File: src/rtl/tdc_counter_avg.sv
// Counter-based time-to-digital converter for the digital PLL loop.
// Measures the signed cycle distance between a reference and a feedback
// event pulse, optionally averages 2^k measurements, and presents either a
// saturated linear code or a bang-bang sign. Positive output = fb lags ref.
module tdc_counter_avg #(
  parameter int NBIT        = 6,
  parameter int CNT_W       = 10,
  parameter int TMO         = 511,
  parameter int AVG_LOG_MAX = 3
) (
  input  logic                               clk,
  input  logic                               rstn,
  input  logic                               en,
  input  logic                               ref_ev,
  input  logic                               fb_ev,
  input  logic                               bb_mode,
  input  logic [$clog2(AVG_LOG_MAX+1)-1:0]   avg_log,
  output logic signed [NBIT-1:0]             out,
  output logic                               out_valid,
  output logic                               sat,
  output logic                               timeout
);

  localparam int KW     = $clog2(AVG_LOG_MAX + 1);
  localparam int ACC_W  = CNT_W + AVG_LOG_MAX + 1;
  localparam int SCNT_W = AVG_LOG_MAX + 1;

  localparam int OUT_MAX_I = (1 << (NBIT - 1)) - 1;
  localparam int OUT_MIN_I = -(1 << (NBIT - 1));
  localparam logic signed [ACC_W-1:0] OUT_MAX = ACC_W'(OUT_MAX_I);
  localparam logic signed [ACC_W-1:0] OUT_MIN = ACC_W'(OUT_MIN_I);

  typedef enum logic [1:0] {
    IDLE     = 2'd0,
    WAIT_FB  = 2'd1,
    WAIT_REF = 2'd2
  } state_t;

  state_t                    state;
  state_t                    next_state;
  logic [CNT_W-1:0]          cnt;
  logic [CNT_W-1:0]          cnt_next;
  logic signed [CNT_W:0]     raw;
  logic                      done;
  logic                      tmo_hit;

  logic signed [ACC_W-1:0]   acc;
  logic signed [ACC_W-1:0]   raw_ext;
  logic signed [ACC_W-1:0]   sum;
  logic signed [ACC_W-1:0]   avg;
  logic [SCNT_W-1:0]         scnt;
  logic [SCNT_W-1:0]         scnt_inc;
  logic [SCNT_W-1:0]         win_len;
  logic [KW-1:0]             k_lat;
  logic [KW-1:0]             k_in;
  logic [KW-1:0]             k_eff;
  logic                      win_done;

  logic signed [NBIT-1:0]    out_next;
  logic                      sat_next;

  // Measurement state and interval counter register.
  always_ff @(posedge clk or negedge rstn) begin
    if (!rstn) begin
      state <= IDLE;
      cnt   <= '0;
    end else begin
      state <= next_state;
      cnt   <= cnt_next;
    end
  end

  // Event handling: closing event wins over a restart, restart wins over counting.
  always_comb begin
    next_state = state;
    cnt_next   = cnt;
    done       = 1'b0;
    tmo_hit    = 1'b0;
    raw        = '0;
    if (!en) begin
      next_state = IDLE;
      cnt_next   = '0;
    end else begin
      case (state)
        IDLE: begin
          if (ref_ev && fb_ev) begin
            done     = 1'b1;
            raw      = '0;
            cnt_next = '0;
          end else if (ref_ev) begin
            next_state = WAIT_FB;
            cnt_next   = CNT_W'(1);
          end else if (fb_ev) begin
            next_state = WAIT_REF;
            cnt_next   = CNT_W'(1);
          end
        end
        WAIT_FB: begin
          if (fb_ev) begin
            done       = 1'b1;
            raw        = $signed({1'b0, cnt});
            next_state = IDLE;
            cnt_next   = '0;
          end else if (ref_ev) begin
            cnt_next = CNT_W'(1);
          end else if (cnt >= CNT_W'(TMO)) begin
            tmo_hit    = 1'b1;
            next_state = IDLE;
            cnt_next   = '0;
          end else begin
            cnt_next = cnt + CNT_W'(1);
          end
        end
        WAIT_REF: begin
          if (ref_ev) begin
            done       = 1'b1;
            raw        = -$signed({1'b0, cnt});
            next_state = IDLE;
            cnt_next   = '0;
          end else if (fb_ev) begin
            cnt_next = CNT_W'(1);
          end else if (cnt >= CNT_W'(TMO)) begin
            tmo_hit    = 1'b1;
            next_state = IDLE;
            cnt_next   = '0;
          end else begin
            cnt_next = cnt + CNT_W'(1);
          end
        end
        default: begin
          next_state = IDLE;
          cnt_next   = '0;
        end
      endcase
    end
  end

  // Averaging window: k is clamped, and frozen at the first sample of a window.
  always_comb begin
    k_in = avg_log;
    if ({1'b0, avg_log} > (KW+1)'(AVG_LOG_MAX)) begin
      k_in = KW'(AVG_LOG_MAX);
    end
    k_eff    = (scnt == '0) ? k_in : k_lat;
    win_len  = SCNT_W'(1) << k_eff;
    scnt_inc = scnt + SCNT_W'(1);
    win_done = done && (scnt_inc == win_len);
    raw_ext  = {{(ACC_W-CNT_W-1){raw[CNT_W]}}, raw};
    sum      = acc + raw_ext;
    avg      = sum >>> k_eff;
  end

  // Output code formatting: bang-bang sign or saturated linear value.
  always_comb begin
    out_next = out;
    sat_next = sat;
    if (bb_mode) begin
      sat_next = 1'b0;
      if (avg[ACC_W-1]) begin
        out_next = '1;
      end else if (avg != '0) begin
        out_next = {{(NBIT-1){1'b0}}, 1'b1};
      end else begin
        out_next = '0;
      end
    end else if (avg > OUT_MAX) begin
      out_next = OUT_MAX[NBIT-1:0];
      sat_next = 1'b1;
    end else if (avg < OUT_MIN) begin
      out_next = OUT_MIN[NBIT-1:0];
      sat_next = 1'b1;
    end else begin
      out_next = avg[NBIT-1:0];
      sat_next = 1'b0;
    end
  end

  // Accumulator, sample count and registered outputs.
  always_ff @(posedge clk or negedge rstn) begin
    if (!rstn) begin
      acc       <= '0;
      scnt      <= '0;
      k_lat     <= '0;
      out       <= '0;
      out_valid <= 1'b0;
      sat       <= 1'b0;
      timeout   <= 1'b0;
    end else if (!en) begin
      acc       <= '0;
      scnt      <= '0;
      out_valid <= 1'b0;
      timeout   <= 1'b0;
    end else begin
      out_valid <= win_done;
      timeout   <= tmo_hit;
      if (done) begin
        if (scnt == '0) begin
          k_lat <= k_in;
        end
        if (win_done) begin
          acc  <= '0;
          scnt <= '0;
          out  <= out_next;
          sat  <= sat_next;
        end else begin
          acc  <= sum;
          scnt <= scnt_inc;
        end
      end
    end
  end

endmodule

File: config.mk
export PLATFORM = sky130hd
export DESIGN_NAME = tdc_counter_avg
export DESIGN_NICKNAME = d
export VERILOG_FILES = /design/src/rtl/tdc_counter_avg.sv
export SDC_FILE = /design/constraint.sdc
export NUM_CORES = 1
export LEC_CHECK = 0
export BUFFER_PORTS_ARGS = -buffer_cell sky130_fd_sc_hd__buf_2
export CAP_MARGIN = 20
export CORE_ASPECT_RATIO = 0.5
export CORE_MARGIN = 5
export CORE_UTILIZATION = 45
export DETAILED_ROUTE_END_ITERATION = 8
export GPL_TIMING_DRIVEN = 0
export PLACE_DENSITY = 0.71
export SKIP_CTS_REPAIR_TIMING = 1
export SLEW_MARGIN = 20
export SYNTH_ARGS = -nofsm -noshare
export SYNTH_HDL_FRONTEND = slang
export SYNTH_SLANG_ARGS = --single-unit
File: constraint.sdc
create_clock -name clk -period 4.6 [get_ports clk]
set_input_delay 0 -clock clk [delete_from_list [all_inputs] [get_ports clk]]
set_output_delay 0 -clock clk [all_outputs]
set_load 0.01 [all_outputs]
==> flow_metrics.env <==
export IMPL_critPathArrivalTime_ns=4.87
export IMPL_die_h_um=73.0
export IMPL_synth_cell_type_count=74
export IMPL_run_status="complete, but fails checks"
export IMPL_antenna_diode_count=0
export IMPL_pre_cts_setup_slack_ns=-0.374
export IMPL_synth_largest_area_cell="dfrtp_1"
export IMPL_cts_inserted_buffers=5
export IMPL_grt_setup_unrepaired="true"
export IMPL_synth_cell_area_mm2=0.00357
export IMPL_synth_mux_area_fraction=0.0540
export IMPL_multi_input_comb_area_mm2=0.00252
export IMPL_grt_pass1_vias=3024
export IMPL_ys_dominant_reg_cell="dfrtp_1"
export IMPL_vdd_ir_drop_max_uv=293
export IMPL_area_delta_synth_final_pct=18.1
export IMPL_grt_first_pass_wirelength_um=15100
export IMPL_maxClockFrequency_ghz=0.213
export IMPL_grt_max_degree=42
export IMPL_remaining_drc_errors=0
export IMPL_critical_path_endpoint_type="flip-flop"
export IMPL_detailedRoute_firstIterationViolations=260
export IMPL_clk_pin_slew_worst_paths_ns=0.06
export IMPL_gp_congestion=0.881
export IMPL_numPortBuffers=15
export IMPL_criticalPathCategory="flip-flop to flip-flop"
export IMPL_post_route_worst_setup_slack_ns=-0.0925
export IMPL_die_area_mm2=0.00992
export IMPL_ioPinCount=17
export IMPL_timing_critical_path_from_type="flip-flop"
export IMPL_post_route_wl_um=9320
export IMPL_relSlewSlack=0.341
export IMPL_drt_pre_antenna_iters=4
export IMPL_static_leakage_power_nw=1.87
export IMPL_floorplan_rows=22
export IMPL_routed_via_count=3310
export IMPL_coreArea_mm2=0.00751
export IMPL_hold_slack_ns=0.0282
export IMPL_fraction_of_final_layout_cells_with_drive_strength_greater_than_1=0.209
export IMPL_clk_latency_ns=0.29
export IMPL_cap_viol_max_count=0
export IMPL_hold_path_class="primary input to flip-flop"
export IMPL_share_of_the_synthesized_area_in_compound_gates_ao_oa_aoi_oai=0.285
export IMPL_tritoncts="built"
export IMPL_global_route_overflow_total=0
export IMPL_final_report_hold_violation_count=0
export IMPL_yosys_warnings=0
export IMPL_worst_ep_required_time_ns=4.78
export IMPL_synth_ff_latch_count=41
export IMPL_yosys_top_cells_area="dfrtp_1, ha_1, o21ai_0, nand2_1, nor2_1"
export IMPL_final_max_slew_viol_count=0
export IMPL_post_synth_inst_count=416
export IMPL_cts_num_sinks=41
export IMPL_area_sequential_mm2=0.00103
export IMPL_tightest_slew_ns=0.962
export IMPL_finClkSkew_ns=0.00728
export IMPL_power_per_cell_area_mw_per_mm2=311
export IMPL_final_fill_count=688
export IMPL_synth_top_family_by_area="compound AO/OA/AOI/OAI gates"
export IMPL_violations="negative setup slack"
export IMPL_synth_fp_nets=446
export IMPL_nets=479
export IMPL_yosys_area_share_xor_xnor=0.0340
export IMPL_grt_antenna_before_repair=0
export IMPL_die_x_um=136
export IMPL_fin_crit_sh=1.02
export IMPL_wl_per_cell_um=16.7
export IMPL_synth_simple_area_share=0.208
export IMPL_cts_max_path_buffers=2
export IMPL_dp_final_hpwl_um=6580
export IMPL_cts_root_buf="clkbuf_16"
export IMPL_initial_core_util=0.475
export IMPL_synth_top_cell_area_share=0.288
export IMPL_synth_adder_area_share=0.0792
export IMPL_synth_edf_count=0
export IMPL_synth_async_sr_flop_share=1.00
export IMPL_min_period_ns=4.69
export IMPL_synth_sequential_area_ratio=0.288
export IMPL_vias_per_cell=5.94
export IMPL_crit_fanout=8
export IMPL_finalCoreUtilization=0.561
export IMPL_final_antenna_net_count=0
export IMPL_groute_usage_overall=0.192
export IMPL_setup_viol=4
export IMPL_ctsHtreeMaxLevel=2
export IMPL_syn_mean_instance_area_um2=8.58
[per-layer routing]
metal  vias up  global-route usage  wire length (um)
li1       1613                   -                 -
met1      1616               0.288              4780
met2        71               0.276              4040
met3        10              0.0448               397
met4         0              0.0514               106
met5         -                   0                 0
[state kept, by name, summed over array words and instances (netlist names)]
signal and count:
acc 14, cnt 10, k_lat 2, out 6, out_valid 1, sat 1
scnt 4, state 2, timeout 1
[layout by cell type, fill, tap and decap left out, types with 7 or more instances in the layout]
cell      instances
dfrtp_1          38
and3_1            7
nand3_1          12
inv_1            11
o21a_1            7
a21oi_1          15
nor2b_1          11
buf_2            20
buf_4            15
mux2i_1          11
o21ai_0          32
ha_1             19
nand2_1          43
xnor2_1           7
clkbuf_1          9
nor2_1           38
a22o_1           16
[metrics by stage]
step,power (mW),area [um2],std cells,TNS [ns]
after floorplan,0.758,3570,416,0
after global placement,0.872,3780,539,-1.87
after detailed placement,0.879,3780,539,-1.92
after CTS,1.28,3940,546,-2.22
after global routing,1.39,4210,557,-1.43
final,1.31,4210,557,-0.340
[power by group]
group | switching [mW] | total (mW) | internal [mW]
Sequential | 0.0344 | 0.444 | 0.409
Combinational | 0.266 | 0.468 | 0.202
Clock | 0.145 | 0.397 | 0.252
[cells in the mapped netlist (all sizes together) (4+ instances only)]
| library cell | n |
|---|---|
| o21a | 7 |
| nor3 | 4 |
| nor2 | 39 |
| a21o | 5 |
| xor2 | 5 |
| or3 | 8 |
| and2 | 4 |
| inv | 13 |
| o22ai | 4 |
| buf | 13 |
| mux2i | 12 |
| a22oi | 5 |
| xnor2 | 8 |
| dfrtp | 41 |
| a21oi | 19 |
| clkbuf | 13 |
| o221a | 6 |
| and3 | 7 |
| a211oi | 6 |
| a22o | 16 |
| nand2 | 43 |
| a31oi | 4 |
| ha | 21 |
| o21ai | 38 |
| a221oi | 5 |
| nor2b | 11 |
| nand3 | 13 |
[logic make-up (layout without fill, tap and decap cells)]
logic type	Yosys count	in the layout
adders and majority gates	22	22
muxes	16	16
and+or+nand+nor	145	145
AOI/OAI and AO/OA	140	140
buffers and inverters	39	72
xor gates and xnor gates	13	13
DFF	41	41
[final timing paths]
check | from | endpoint | slack (ns) | depth (start not counted)
hold / removal | bb_mode | sat | 0.03 | 4
min in group asynchronous | rstn | acc[11] | 0.41 | 2
max in group asynchronous | rstn | cnt[0] | 3.53 | 2
setup / recovery | cnt[0] | out[4] | -0.09 | 16
hold reg to reg | acc[0] | acc[0] | 0.51 | 1
setup reg to reg | cnt[0] | out[4] | -0.09 | 16
[critical path: stages (launching register included)]
cell      delay (ns)
dfrtp_2         0.45
or3_4           0.42
or3_4           0.35
or3_4           0.36
nor3_2          0.15
nand2_1         0.09
a311oi_2        0.33
ha_4            0.29
a21oi_2         0.20
o21ai_0         0.10
a31o_1          0.22
or3_1           0.35
and2_1          0.21
o31a_1          0.32
a211oi_2        0.31
a31oi_2         0.17
o221a_1         0.26
[cell type report]
cell class	instances	share of cell area
buffer	24	0.0324
multi-input combinational	336	0.598
tap	108	0.0321
clock buffer	5	0.0297
clock inverter	2	0.00832
sequential	41	0.244
timing repair buffer	28	0.0425
inverter	13	0.0122
No activity file was read; power rests on OpenSTA's default activity.
